## src/rtl/mcast_fanout_stage_if.sv

```systemverilog
// Injection port and per-output fan-out channel bundle for mcast_fanout_stage.
interface mcast_fanout_stage_if #(
    parameter int unsigned FLIT_W  = 64,
    parameter int unsigned NUM_OUT = 5
);
    logic [FLIT_W-1:0]         in_flit;
    logic                      in_valid;
    logic                      in_ready;
    logic [FLIT_W*NUM_OUT-1:0] out_flit_flat;
    logic [NUM_OUT-1:0]        out_valid;
    logic [NUM_OUT-1:0]        out_ready;
    logic                      err_drop;
    logic [31:0]               sent_count;

    modport master (
        output in_flit, in_valid, out_ready,
        input  in_ready, out_flit_flat, out_valid, err_drop, sent_count
    );

    modport slave (
        input  in_flit, in_valid, out_ready,
        output in_ready, out_flit_flat, out_valid, err_drop, sent_count
    );
endinterface

```

## src/rtl/mcast_fanout_stage.sv

```systemverilog
// Multicast fan-out stage: input FIFO, head header decode, atomic or partial
// replication of the head flit to every selected output with the flag cleared.
module mcast_fanout_stage #(
    parameter int unsigned FLIT_W     = 64,
    parameter int unsigned NUM_OUT    = 5,
    parameter int unsigned FIFO_DEPTH = 4,
    parameter int unsigned FLAG_BIT   = 31,
    parameter int unsigned MASK_LSB   = 26,
    parameter int unsigned DEST_LSB   = 0,
    parameter int unsigned ATOMIC     = 1
) (
    input  logic                 clk,
    input  logic                 rst_n,
    mcast_fanout_stage_if.slave  bus
);
    localparam int unsigned IDX_W = $clog2(NUM_OUT);
    localparam int unsigned PTR_W = $clog2(FIFO_DEPTH);
    localparam int unsigned CNT_W = PTR_W + 1;
    localparam logic [IDX_W:0]   IDX_LIMIT = (IDX_W + 1)'(NUM_OUT);
    localparam logic [CNT_W-1:0] DEPTH_C   = CNT_W'(FIFO_DEPTH);

    logic [FLIT_W-1:0]  mem [FIFO_DEPTH];
    logic [PTR_W-1:0]   wr_ptr;
    logic [PTR_W-1:0]   rd_ptr;
    logic [CNT_W-1:0]   count;
    logic               err_q;
    logic [31:0]        sent_q;

    logic [FLIT_W-1:0]  head;
    logic [FLIT_W-1:0]  head_out;
    logic               nonempty;
    logic               flag;
    logic [NUM_OUT-1:0] mask;
    logic [IDX_W-1:0]   idx;
    logic [NUM_OUT-1:0] dest;
    logic               malformed;
    logic               head_ok;
    logic [NUM_OUT-1:0] valid;
    logic               deliver;
    logic               push;
    logic               pop;

    assign head     = mem[rd_ptr];
    assign nonempty = (count != '0);
    assign flag     = head[FLAG_BIT];
    assign mask     = head[MASK_LSB +: NUM_OUT];
    assign idx      = head[DEST_LSB +: IDX_W];

    always_comb begin
        dest      = '0;
        malformed = 1'b0;
        if (nonempty) begin
            if (flag) begin
                dest      = mask;
                malformed = (mask == '0);
            end else if ({1'b0, idx} < IDX_LIMIT) begin
                dest = NUM_OUT'(1) << idx;
            end else begin
                malformed = 1'b1;
            end
        end
    end

    // Gated by rst_n so no output fires while reset is held mid-transfer.
    assign head_ok = nonempty & ~malformed & rst_n;

    always_comb begin
        head_out           = head;
        head_out[FLAG_BIT] = 1'b0;
    end

    if (ATOMIC != 0) begin : g_atomic
        logic all_rdy;
        assign all_rdy = &(bus.out_ready | ~dest);
        assign valid   = dest & {NUM_OUT{head_ok & all_rdy}};
        assign deliver = head_ok & all_rdy;
    end else begin : g_partial
        logic [NUM_OUT-1:0] served;
        logic [NUM_OUT-1:0] done;
        assign valid   = dest & ~served & {NUM_OUT{head_ok}};
        assign done    = served | (valid & bus.out_ready);
        assign deliver = head_ok & ((done & dest) == dest);

        always_ff @(posedge clk) begin
            if (!rst_n || deliver) begin
                served <= '0;
            end else begin
                served <= done & dest;
            end
        end
    end

    assign bus.in_ready      = rst_n & (count < DEPTH_C);
    assign bus.out_valid     = valid;
    assign bus.out_flit_flat = {NUM_OUT{head_out}};
    assign bus.err_drop      = err_q;
    assign bus.sent_count    = sent_q;

    assign push = bus.in_valid & bus.in_ready;
    assign pop  = deliver | malformed;

    always_ff @(posedge clk) begin
        if (push) begin
            mem[wr_ptr] <= bus.in_flit;
        end
    end

    always_ff @(posedge clk) begin
        if (!rst_n) begin
            wr_ptr <= '0;
            rd_ptr <= '0;
            count  <= '0;
            err_q  <= 1'b0;
            sent_q <= '0;
        end else begin
            if (push) begin
                wr_ptr <= wr_ptr + PTR_W'(1);
            end
            if (pop) begin
                rd_ptr <= rd_ptr + PTR_W'(1);
            end
            count  <= count + CNT_W'(push) - CNT_W'(pop);
            err_q  <= malformed;
            sent_q <= sent_q + 32'(deliver);
        end
    end
endmodule

```

## src/flat_wrapper.sv

```systemverilog
// flat-port wrapper written by rule: the top's interface ports become plain ports
module mcast_fanout_stage_flat 
#(
    parameter int unsigned FLIT_W     = 64,
    parameter int unsigned NUM_OUT    = 5,
    parameter int unsigned FIFO_DEPTH = 4,
    parameter int unsigned FLAG_BIT   = 31,
    parameter int unsigned MASK_LSB   = 26,
    parameter int unsigned DEST_LSB   = 0,
    parameter int unsigned ATOMIC     = 1
)
  (clk, rst_n, bus_in_flit, bus_in_valid, bus_out_ready, bus_in_ready, bus_out_flit_flat, bus_out_valid, bus_err_drop, bus_sent_count);
  mcast_fanout_stage_if #(.FLIT_W(FLIT_W), .NUM_OUT(NUM_OUT)) bus_i ();
  input  logic clk;
  input  logic rst_n;
  input wire logic [$bits(bus_i.in_flit)-1:0] bus_in_flit;
  input wire logic [$bits(bus_i.in_valid)-1:0] bus_in_valid;
  input wire logic [$bits(bus_i.out_ready)-1:0] bus_out_ready;
  output wire logic [$bits(bus_i.in_ready)-1:0] bus_in_ready;
  output wire logic [$bits(bus_i.out_flit_flat)-1:0] bus_out_flit_flat;
  output wire logic [$bits(bus_i.out_valid)-1:0] bus_out_valid;
  output wire logic [$bits(bus_i.err_drop)-1:0] bus_err_drop;
  output wire logic [$bits(bus_i.sent_count)-1:0] bus_sent_count;
  assign bus_i.in_flit = bus_in_flit;
  assign bus_i.in_valid = bus_in_valid;
  assign bus_i.out_ready = bus_out_ready;
  assign bus_in_ready = bus_i.in_ready;
  assign bus_out_flit_flat = bus_i.out_flit_flat;
  assign bus_out_valid = bus_i.out_valid;
  assign bus_err_drop = bus_i.err_drop;
  assign bus_sent_count = bus_i.sent_count;
  mcast_fanout_stage #(.FLIT_W(FLIT_W), .NUM_OUT(NUM_OUT), .FIFO_DEPTH(FIFO_DEPTH), .FLAG_BIT(FLAG_BIT), .MASK_LSB(MASK_LSB), .DEST_LSB(DEST_LSB), .ATOMIC(ATOMIC)) u_core (.clk(clk), .rst_n(rst_n), .bus(bus_i));
endmodule
```

## config.mk

```make
export PLATFORM = sky130hd
export DESIGN_NAME = mcast_fanout_stage_flat
export DESIGN_NICKNAME = d
export VERILOG_FILES = /design/src/rtl/mcast_fanout_stage_if.sv /design/src/rtl/mcast_fanout_stage.sv /design/src/flat_wrapper.sv
export SDC_FILE = /design/constraint.sdc
export NUM_CORES = 1
export LEC_CHECK = 0
export CAP_MARGIN = 20
export CORE_MARGIN = 2
export CORE_UTILIZATION = 39
export DETAILED_ROUTE_END_ITERATION = 8
export PLACE_DENSITY = 0.78
export REMOVE_ABC_BUFFERS = 1
export SLEW_MARGIN = 25
export SYNTH_ARGS = -nofsm -noshare
export SYNTH_HDL_FRONTEND = slang
export SYNTH_SLANG_ARGS = --single-unit
```

## constraint.sdc

```tcl
create_clock -name clk -period 8.55 [get_ports clk]
set_clock_uncertainty 0.2 [all_clocks]
set_input_delay 0.855 -clock clk [delete_from_list [all_inputs] [get_ports clk]]
set_output_delay 0.855 -clock clk [all_outputs]
set_load 0.01 [all_outputs]
```

==> results of run 1 <==
logic make-up after synthesis:
group | count (synthesis)
AOI/OAI and AO/OA | 43
xor gates and xnor gates | 21
adders and majority gates | 9
buffers and inverters | 288
DFF | 298
muxes | 64
other | 1
and+or+nand+nor | 110
path summary, 6_finish.rpt:
check / startpoint / end / depth (start not counted)
setup / recovery: flop / bus_out_valid[3] / 7
hold / removal: u_core.bus.sent_count[28] / u_core.bus.sent_count[28] / 2
setup reg to reg: flop / u_core.bus.sent_count[31] / 13
hold reg to reg: u_core.bus.sent_count[28] / u_core.bus.sent_count[28] / 2
metrics by stage:
step	cell area, µm²	cells	hold slack (ns)	utilization, %	setup WS, ns
floorplan	11300	560	0.269	-	2.15
global placement	16100	1436	0.290	48.1	3.36
detailed placement	16100	1436	0.311	48.1	3.20
CTS	17100	1493	0.324	51.1	3.07
global route	17200	1497	0.357	51.3	2.73
finish	17200	1497	0.313	51.3	3.23
worst max-delay path, cell delays in order, from the launching register on:
cell	delay (ns)
dfxtp_4	0.82
buf_4	0.62
mux4_2	0.68
a22oi_1	0.28
o2111a_1	0.31
nand2_1	0.21
a21oi_1	0.21
clkdlybuf4s50_1	0.59
layout make-up:
cell class                      instances  area (µm²)
Multi-Input combinational cell        252        2720
Timing Repair Buffer                  432        4360
Fill cell                            2703       16300
Clock buffer                           43         851
Inverter                               10        37.5
Clock inverter                         14         158
Tap cell                              448         561
Sequential cell                       298        8540
power by group through the flow:
stage | Sequential, mW | Combinational, mW | Clock [mW]
floorplan | 1.80 | 1.03 | 0
global placement | 1.78 | 2.83 | 0
detailed placement | 1.79 | 2.85 | 0
CTS | 1.75 | 2.87 | 1.35
global route | 1.77 | 2.97 | 1.41
finish | 1.75 | 2.83 | 1.32
cell usage in the layout, fill, tap and decap left out, types with 4 or more instances in the layout:
cell	netlist	layout
conb_1	1	5
or3_1	14	14
a21oi_1	6	6
clkbuf_16	0	31
clkbuf_1	10	9
xnor2_1	19	19
dfxtp_1	42	40
and2_1	25	25
nand3_1	8	8
inv_1	10	10
nand2_1	23	23
nor2_1	4	4
buf_12	0	4
nand4_1	6	6
a21boi_0	12	12
ha_1	8	8
and3_4	1	5
edfxtp_1	256	256
mux4_2	64	64
clkdlybuf4s50_1	0	425
o21ai_0	14	14
nor2b_1	5	5
flip-flops by register name, summed over array words and instances, names as in the netlist, named ones only:
signal / count
u_core.count: 3
u_core.bus.err_drop: 1
u_core.bus.sent_count: 32
u_core.rd_ptr: 2
u_core.mem: 256
u_core.wr_ptr: 2
metal layers:
metal	up-vias	track usage, %	routed length (µm)
li1	3221	-	-
met1	3582	18.9	11400
met2	321	27.3	14600
met3	29	3.80	2070
met4	2	2.52	280
met5	-	0	10
==> run_results.csv, run 1 <==
group,metric,value,unit
outcome,status,"finished, final reports clean",
pwr,p_seq_share,29.6,%
yosys,synth_top_family_by_area,"buffers and inverters",
sta,min_period,5.32,ns
pwr,p_clk_share,22.4,%
yosys,yosysWarnings,0,
pwr,combPwrFrac,48.0,%
grt,grt_usage,15.2,%
sta,tightest_slew,0.745,ns
sta,slew_headroom,50.3,%
critical_path,path_max_fanout,35,
yosys,syn_avg_cell_area,15.9,µm²
cts,cts_root_buf,"clkbuf_16",
placement,finalWeightedCongestion,0.748,
critical_path,start_kind,"flop",
yosys,synth_common_cells,"buf_4 (257), edfxtp_1 (256), mux4_2 (64)",
cells_and_area,area_growth,29.7,%
sta,post-route-period-util,62.2,%
cts,cts_buffers,31,
cts,clock_sinks,298,
critical_path,cp.arrival,4.27,ns
yosys,synth.most_common_cell,"buf_4",
detailed_routing,wl_per_cell,19.0,µm
detailed_routing,drc_errors,0,
pwr,cellPowerDensity,343,nW/µm²
floorplan,chipHeight,188,µm
detailed_routing,drt_iter0_drc,288,
yosys,ys_seq_area_share,64.3,%
floorplan,die_w,188,µm
cts,clk_pin_slew,0.06,ns
cts,cts_tree,"built",
cells_and_area,insertedDiodeCount,0,
sta,rsz0062_at_grt,"false",
sta,fin_tns_setup,0,ns
cts,cts_buffer_depth,3,
floorplan,core_area,33500,µm²
cells_and_area,nNetsFinal,1106,
detailed_routing,wl,28400,µm
cells_and_area,drive_gt1_share,12.1,%
cts,postCtsHoldBufs,0,
grt,grt_overflow_total,0,
yosys,ys_top_cells_by_area,"edfxtp_1 (58%), buf_4 (15%), mux4_2 (11%), dfxtp_1 (6.3%), xnor2_1 (1.3%)",
detailed_routing,viasPerCell,4.78,
detailed_routing,ant_nets,0,
cts,htree_levels,1,
pwr,ir_drop,0.239,mV
yosys,synth_top_area_cell,"edfxtp_1",
min_path,hp-class,"flop to flop",
sta,setup_violations,0,
yosys,yosys.area_share.simple,4.84,%
detailed_routing,vias,7155,
sta,fmax,188,MHz
sta,drv_slew,0,
grt,grt_max_degree,65,
cts,clk_latency,0.54,ns
cts,cts_resized,0,
flow_run,maxCapViolations,0,
cts,post_cts_buffers,0,
placement,io_buffers,425,
critical_path,r2r_slack,3.29,ns
yosys,yosys-mux-area-fraction,10.9,%
yosys,synth-edff-count,256,
yosys,synthArstFlopShare,0,%
pwr,intPower,4.07,mW
critical_path,crit_type,"flop to output pin",
floorplan,ioPinCount,431,
yosys,synth-xor-area-share,1.39,%
yosys,synth-compound-area-share,2.20,%
grt,grt_first_pass_wirelength,41900,µm
yosys,synth.cell_area,13300,µm²
floorplan,die-area,35500,µm²
pwr,swShare,31.1,%
critical_path,end_kind,"output pin",
yosys,yosysUniqueCellTypes,46,
grt,antenna_found_initial,1,
yosys,synthAdderAreaFrac,0.905,%
pwr,finalPower,5.90,mW
pwr,power_switching,1.83,mW
floorplan,core.rowCount,67,
detailed_routing,dr.pass1.iters,4,
critical_path,cp.required,7.50,ns
sta,hold_violations,0,
yosys,ys_seq_elements,298,
yosys,synth_top_area_share,57.9,%
placement,dp.final_hpwl,18600,µm
yosys,netlist_instances,834,
floorplan,start_util,39.6,%
pwr,leakage,5.63,nW
grt,grt_pass1_vias,7132,
yosys,synthFlopType,"edfxtp_1",
Note: power is estimated with default switching activity, not from simulation.
==> inputs of run 2 (changes only) <==
==> constraint.sdc (replaced) <==
create_clock -name clk -period 5 [get_ports clk]
set_clock_uncertainty 0.2 [all_clocks]
set_input_delay 0.5 -clock clk [delete_from_list [all_inputs] [get_ports clk]]
set_output_delay 0.5 -clock clk [all_outputs]
set_load 0.01 [all_outputs]
==> run 2 against run 1 <==
- register-to-register slack got worse by 2.9 ns
- largest cell class unchanged
- sequential power grew 66%
- combinational power grew 76%
- non-clock buffer count up 2
- via count grew 2.3%
- count of clock-buffer cells in the layout fell by 1
- critical path depth is 6 higher
- core utilization grew 0.54 points
- worst hold slack worse by 0.0056 ns
- critical path type is now flop to flop
- cell area is 1.1% higher
==> run_results.csv, run 2 (same netlist as run 1, synthesis figures left out) <==
group,metric,value,unit
cells_and_area,area_growth,31.1,%
sta,fin_ws,0.437,ns
grt,grt_usage,16.0,%
critical_path,crit_type,"flop to flop",
cts,clock_sinks,298,
detailed_routing,drt_iter0_drc,244,
sta,drv_slew,0,
critical_path,path_max_fanout,12,
cts,cts_resized,0,
sta,hold_violations,0,
cells_and_area,max_flop_register,"u_core.mem",
cts,cts_root_buf,"clkbuf_16",
placement,preCtsSetupSlack,0.419,ns
pwr,leakage,5.72,nW
placement,io_buffers,425,
cts,postCtsHoldBufs,0,
cells_and_area,final_common_cell,"clkdlybuf4s50_1",
floorplan,ioPinCount,431,
grt,grt_first_pass_wirelength,43500,µm
floorplan,start_util,39.6,%
grt,antenna_found_initial,2,
cells_and_area,largest_reg_flops,256,
grt,grt_max_degree,65,
detailed_routing,ant_nets,0,
floorplan,core.rowCount,67,
detailed_routing,wl,29500,µm
cells_and_area,layout_common_cells,"clkdlybuf4s50_1 (425), edfxtp_1 (256), mux4_2 (64)",
grt,grt_pass1_vias,7423,
cts,cts_buffers,34,
outcome,status,"finished, final reports clean",
placement,dp.final_hpwl,19500,µm
critical_path,crit_chain,"mux4_2 > nand4bb_1 > a21oi_1 > nor4_2 > nand2_1 > inv_1 > ha_1 > and3_1 > nand4_1 > nor4_1 > nand4_1 > xnor2_1 > and2_1",
detailed_routing,wl_per_cell,19.6,µm
cts,clk_pin_slew,0.06,ns
detailed_routing,vias,7316,
critical_path,path_common_cell,"nand4_1",
detailed_routing,drc_errors,0,
cells_and_area,nNetsFinal,1111,
cts,post_cts_buffers,0,
sta,slew_headroom,53.2,%
grt,grt_overflow_total,0,
critical_path,start_kind,"flop",
pwr,cellPowerDensity,600,nW/µm²
sta,tightest_slew,0.695,ns
sta,fmax,219,MHz
floorplan,die-area,35500,µm²
placement,finalWeightedCongestion,0.768,
sta,setup_violations,0,
critical_path,slowest_delay,0.67,ns
cells_and_area,post-route-util,51.9,%
critical_path,cp.arrival,4.75,ns
cells_and_area,insertedDiodeCount,0,
min_path,hp-class,"flop to flop",
cts,cts_buffer_depth,3,
cells_and_area,drive_gt1_share,12.6,%
sta,min_period,4.56,ns
critical_path,cp.required,5.19,ns
cts,cts_tree,"built",
floorplan,die_w,188,µm
floorplan,chipHeight,188,µm
sta,rsz0062_at_grt,"false",
detailed_routing,viasPerCell,4.87,
detailed_routing,dr.pass1.iters,6,
floorplan,core_area,33500,µm²
pwr,ir_drop,0.437,mV
cts,clk_latency,0.50,ns
critical_path,crit_buf_inv,1,
critical_path,slowest_stage,"mux4_2",
sta,post-route-period-util,91.3,%
flow_run,maxCapViolations,0,
critical_path,end_kind,"flop",
cts,htree_levels,2,
critical_path,path_delay_family,"simple AND/OR/NAND/NOR gates",
[run 2: layout make-up]
| class | count | area (µm²) |
|---|---|---|
| fill | 2695 | 16100 |
| clock inverter | 18 | 241 |
| timing repair buffer | 434 | 4370 |
| inverter | 10 | 37.5 |
| tap | 448 | 561 |
| clock buffer | 42 | 933 |
| multi-input combinational | 252 | 2720 |
| sequential | 298 | 8540 |
[run 2: worst register-to-register path, delay by kind of cell (launching register included)]
| kind | cells | cell delay [ns] |
|---|---|---|
| and+or+nand+nor | 8 | 2.56 |
| muxes | 1 | 0.68 |
| DFF | 1 | 0.48 |
| adders and majority gates | 1 | 0.17 |
| xor gates and xnor gates | 1 | 0.15 |
| buffers and inverters | 1 | 0.13 |
| AOI/OAI and AO/OA | 1 | 0.09 |
[run 2: power breakdown]
group	leakage [nW]	switching (mW)	internal (mW)
sequential	2.66	0.0742	2.83
clock	0.570	0.978	1.60
combinational	2.49	2.18	2.79
[run 2: path summary, 6_finish.rpt]
| kind | from | end | slack (ns) | depth (start not counted) |
|---|---|---|---|---|
| setup / recovery | flop | u_core.bus.sent_count[31] | 0.44 | 13 |
| hold / removal | u_core.wr_ptr[1] | u_core.wr_ptr[1] | 0.31 | 2 |
| setup reg to reg | flop | u_core.bus.sent_count[31] | 0.44 | 13 |
| hold reg to reg | u_core.wr_ptr[1] | u_core.wr_ptr[1] | 0.31 | 2 |
[run 2: stage by stage]
stage	hold slack, ns	setup TNS (ns)	cell area, µm²	total power [mW]	std cells
after global placement	0.291	0	16100	7.91	1438
after detailed placement	0.300	0	16100	7.96	1438
after CTS	0.307	0	17300	10.6	1498
final	0.307	0	17400	10.4	1502
after global routing	0.351	0	17400	10.9	1502
after floorplan	0.269	-38.14	11300	4.84	560
[run 2: metal layers]
metal	part of all wire (%)	wire, µm	up-vias	GRT usage, %
li1	-	-	3239	-
met1	38	11200	3666	18.6
met2	51	15100	358	28.7
met3	8.1	2390	51	4.13
met4	2.7	782	2	5.14
met5	0.044	13	-	0
==> edit 1, RTL diff (config.mk and constraints of run 2) <==
`FLAG_BIT` is set to 31 in 2 places; all go to 30.
--- a/src/rtl/mcast_fanout_stage.sv
+++ b/src/rtl/mcast_fanout_stage.sv
@@ -6,3 +6,3 @@
     parameter int unsigned FIFO_DEPTH = 4,
-    parameter int unsigned FLAG_BIT   = 31,
+    parameter int unsigned FLAG_BIT   = 30,
     parameter int unsigned MASK_LSB   = 26,
--- a/src/flat_wrapper.sv
+++ b/src/flat_wrapper.sv
@@ -6,3 +6,3 @@
     parameter int unsigned FIFO_DEPTH = 4,
-    parameter int unsigned FLAG_BIT   = 31,
+    parameter int unsigned FLAG_BIT   = 30,
     parameter int unsigned MASK_LSB   = 26,
Behaviour: not the same (a bounded check fails within 4 cycles, from zero or initial values and one cycle with rst_n low).
==> edit 1 against run 2 <==
  * First-iteration DRC count is 38% higher
  * Wire length hardly changed
  * Sequential cell count stayed put
  * Via count is 1.8% lower
  * Worst setup slack better by 280 ps
  * Synthesized cell count is 0.36% lower
  * Cell area is 0.95% lower
  * Core utilization is 0.49 points lower
  * Maximum frequency is 6.5% higher
  * Count of clock-buffer cells in the layout is 3 lower
  * Power is 19% lower
  * Synthesized area is 0.17% higher
==> edit 1: results (changes against run 2) <==
status = completed
number of global-route vias before repair = 7391 (-0.43%)
synth top area cells = edfxtp_1 (58%), buf_4 (15%), mux4_2 (11%)
Worst R2R Path Depth = 14 (+1)
GR Util All Layers = 15.9% (-0.12 points)
mean area per synthesized cell = 16.0 um^2 (+0.53%)
CP top delay family = simple AND/OR/NAND/NOR gates
root buffer cell = clkbuf_16
largest net degree at the start of global routing = 46 (-29%)
via count = 7184 (-1.8%)
Initial DRT Pass Iterations = 5 (-1)
WS Path Type = reg -> out
xor/xnor cell area share of the yosys netlist = 1.91% (+0.52 points)
DP Area = 16200 um^2 (+0.55%)
Nets = 1110 (-0.090%)
layout cells sized above 1 = 12.8% (+0.19 points)
first-iteration detailed-routing DRC count = 337 (+38%)
complex-gate fraction of the synthesized area = 1.26% (-0.94 points)
VDD IR max = 0.365 mV (-17%)
Synth Area in Adders = 0.903% (-0.0015 points)
Worst-Margin Slew = 916 ps (+221 ps)
Num CTS Buffers = 31 (-8.8%)
register area share after synthesis = 64.1% (-0.11 points)
mux cell area share after synthesis = 11.0% (+0.13 points)
GPL Wtd Cong = 0.785 (+2.2%)
Worst EP arrival = 3580 ps (-1170 ps)
Worst-Skew Late Latency = 550 ps (+50 ps)
Critical Path End = bus_out_valid[4]
number of fill cells = 2692 (-0.11%)
post-CTS sizing = 0 (unchanged)
P_leak = 5.71 nW (-0.30%)
Distinct cells, synth = 44 (-4.3%)
vias per cell = 4.78 (-1.8%)
Ys Warns = 0 (unchanged)
reg2reg end = u_core.bus.sent_count[28]
H-Tree Depth = 1 (-1)
Reg2Reg Setup Slack = 740 ps (+300 ps)
Post-DP HPWL = 19.8 mm (+1.5%)
Max stage delay on crit path = 640 ps (-30 ps)
first-pass GRT wire length = 43.4 mm (-0.22%)
crit path max fanout = 10 (-2)
DP Cell Count = 1444 (+0.42%)
WL/cell = 19.6 um (about the same)
most instantiated cells after synthesis = buf_4 (257), edfxtp_1 (256), mux4_2 (64)
## edit 1: final cells by class
class,instances,area (um^2),share of cell area (%)
clock buffers,39,816,4.73
clock inverters,19,185,1.07
inverters,12,45.0,0.261
multi-input cells,247,2730,15.8
flip-flops and latches,298,8540,49.5
well taps,448,561,3.25
repair buffers,439,4360,25.3
## edit 1: power by group
group	total [mW]	switching (mW)	internal, mW
sequential	2.87	0.0500	2.82
clock	2.25	0.937	1.31
combinational	3.30	1.46	1.85
total	8.42	2.44	5.98
## edit 1: layer usage
layer | vias up | wire (um) | part of all wire, % | GRT usage [%]
met5 | - | 18 | 0.061 | 0
met4 | 4 | 629 | 2.1 | 3.82
met3 | 45 | 2080 | 7.1 | 3.74
met2 | 310 | 15000 | 51 | 27.8
met1 | 3620 | 11700 | 40 | 19.8
li1 | 3205 | - | - | -
## edit 1: stage by stage
step | TNS (ps) | worst slack, ps | hold WS, ps
after floorplan | -39100 | -1570 | 269
after global placement | 0 | 786 | 289
after detailed placement | 0 | 745 | 307
after CTS | 0 | 659 | 318
after global routing | 0 | 335 | 348
final | 0 | 716 | 309
## edit 1: worst min-delay path by stage
stage / from / endpoint / slack (ps) / depth (start not counted)
floorplan: u_core.wr_ptr[1] / u_core.wr_ptr[1] / 270 / 2
global placement: u_core.wr_ptr[1] / u_core.wr_ptr[1] / 290 / 2
detailed placement: u_core.bus.sent_count[12] / u_core.bus.sent_count[12] / 310 / 2
CTS: u_core.bus.sent_count[12] / u_core.bus.sent_count[12] / 320 / 2
global route: bus_in_flit[59] / u_core.mem[2][59] / 350 / 1
finish: u_core.wr_ptr[1] / u_core.wr_ptr[1] / 310 / 2
==> edit 2, RTL diff (settings of run 2) <==
Made on the original files. Reset style: asynchronous (`rst_n`), changed in one clocked block.
--- a/src/rtl/mcast_fanout_stage.sv
+++ b/src/rtl/mcast_fanout_stage.sv
@@ -107,3 +107,3 @@
 
-    always_ff @(posedge clk) begin
+    always_ff @(posedge clk or negedge rst_n) begin
         if (!rst_n) begin
Behaviour: differs if rst_n is asserted again (counterexample within 4 cycles, from zero or initial values and one cycle with rst_n low); with rst_n held inactive, the same outputs for 4 cycles.
==> edit 2 against run 2 <==
  * Largest power group unchanged
  * Synthesized area shrank 1.2%
  * Sequential cell count shrank 2
  * Core utilization shrank 0.89 points
  * Non-clock buffer count grew 1
  * Power grew 0.44%
  * Count of clock-buffer cells in the layout shrank 8
  * Worst setup slack gained 16 ps
  * Synthesized cell count shrank 6.7%
  * Wire length shrank 8.8%
  * Critical path type is now reg -> out
  * Cell area shrank 2.2%
  * Critical endpoint is now bus_out_valid[0]
==> edit 2: results (changes against run 2) <==
number of global-route vias before repair = 7079 (-4.6%)
Worst-Skew Late Latency = 540 ps (+40 ps)
Initial DRT Pass Iterations = 4 (-2)
via count = 6716 (-8.2%)
crit path max fanout = 17 (+5)
Highest Signal Layer = met4
ys async rst share = 13.5% (+14 points)
P_leak = 5.82 nW (+1.6%)
status = completed
Worst-Margin Slew = 731 ps (+36.1 ps)
Reg2Reg Setup Slack = 740 ps (+300 ps)
mux cell area share after synthesis = 11.0% (+0.18 points)
Worst R2R Path Depth = 11 (-2)
Final Hold Fails = 0 (unchanged)
DP Area = 16000 um^2 (-0.95%)
H-Tree Depth = 1 (-1)
worst hold path class = in -> async
post-CTS sizing = 0 (unchanged)
WL/cell = 18.7 um (-5.0%)
Synth Cell Area = 13100 um^2 (-1.2%)
root buffer cell = clkbuf_16
Distinct cells, synth = 41 (-11%)
Worst-path clk slew = 60 ps (about the same)
GR Util All Layers = 14.7% (-1.2 points)
hold slack = 259 ps (-48.4 ps)
first-iteration detailed-routing DRC count = 196 (-20%)
wl on met1 = 10.4 mm (-7.0%)
clock tree buffer depth = 3 (unchanged)
post-CTS setup repair buffer count = 0 (unchanged)
Synth Area in Adders = 0.916% (+0.011 points)
Post-DP HPWL = 18.1 mm (-7.2%)
Max stage delay on crit path = 790 ps (+120 ps)
CTS hold repair buffers = 1 (+1)
complex-gate fraction of the synthesized area = 0.782% (-1.4 points)
Largest register FFs = 256 (unchanged)
reg2reg end = u_core.bus.sent_count[27]
Int Power = 7.19 mW (-0.46%)
met2 WL = 14.2 mm (-6.2%)
Nets = 1056 (-5.0%)
antenna violations before repair = 1 (-1)
register area share after synthesis = 66.2% (+2.0 points)
VDD IR max = 0.392 mV (-10%)
synth top area cells = edfxtp_1 (59%), buf_4 (15%), mux4_2 (11%)
Worst EP arrival = 3850 ps (-900 ps)
met3 routed WL = 1.81 mm (-24%)
most instantiated cells after synthesis = buf_4 (257), edfxtp_1 (256), mux4_2 (62)
layout cells sized above 1 = 12.1% (-0.55 points)
CP max-delay cell = mux4_1
xor/xnor cell area share of the yosys netlist = 2.27% (+0.88 points)
first-pass GRT wire length = 40.8 mm (-6.0%)
Num CTS Buffers = 31 (-8.8%)
GPL Wtd Cong = 0.788 (+2.6%)
Ys Warns = 0 (unchanged)
## edit 2: cell count changes in the layout (fill, tap and decap cells not counted), moves of 8 or more
cell,delta
a21boi_0,-12
xnor2_1,+8
or3_1,-13
and2_1,-25
nor2_1,+8
o21ai_0,-12
dfrtp_1,+38
dfxtp_1,-40
## edit 2: power by group through the flow
stage	logic [mW]	registers, mW	clock network [mW]
floorplan	1.96	3.21	0
global placement	5.33	3.08	0
detailed placement	5.41	3.09	0
CTS	5.44	3.04	2.17
global route	5.66	3.06	2.25
finish	5.36	3.03	2.10
## edit 2: final cells by class
cell class / instances / area, um^2
multi-input cells: 202 / 2410
inverters: 9 / 33.8
repair buffers: 435 / 4380
clock inverters: 18 / 138
clock buffers: 34 / 787
well taps: 448 / 561
fillers: 2709 / 16400
diodes: 1 / 2.50
flip-flops and latches: 296 / 8700
## edit 2: worst max-delay path by stage
stage,to,slack [ps],cells past startpoint
floorplan,u_core.count[2],-1210,12
global placement,u_core.count[2],910,12
detailed placement,u_core.bus.sent_count[28],760,12
CTS,bus_out_valid[3],440,7
global route,bus_out_valid[0],160,7
finish,bus_out_valid[0],450,7
## edit 2: metrics by stage
stage          instances  setup TNS [ps]  setup slack (ps)
2_1_floorplan        507          -30210             -1210
3_3_place_gp        1385               0               906
3_5_place_dp        1385               0               757
4_1_cts             1438               0               441
5_1_grt             1442               0               158
6_report            1443               0               453
## edit 2: worst register-to-register path, cell delays in order (launching register included)
cell     delay, ps
dfrtp_4        610
mux4_1         800
or4b_1         260
a21oi_1         60
nor4_1         430
nand2_1        280
inv_1          130
ha_1           180
nand3_1        170
nor3_1         660
nand4_1        200
xnor2_1        160
## edit 2: per-layer routing
layer,global-route usage [%],vias to the layer above
met5,0,-
met4,3.12,0
met3,3.41,28
met2,27.6,272
met1,17.2,3388
li1,-,3028
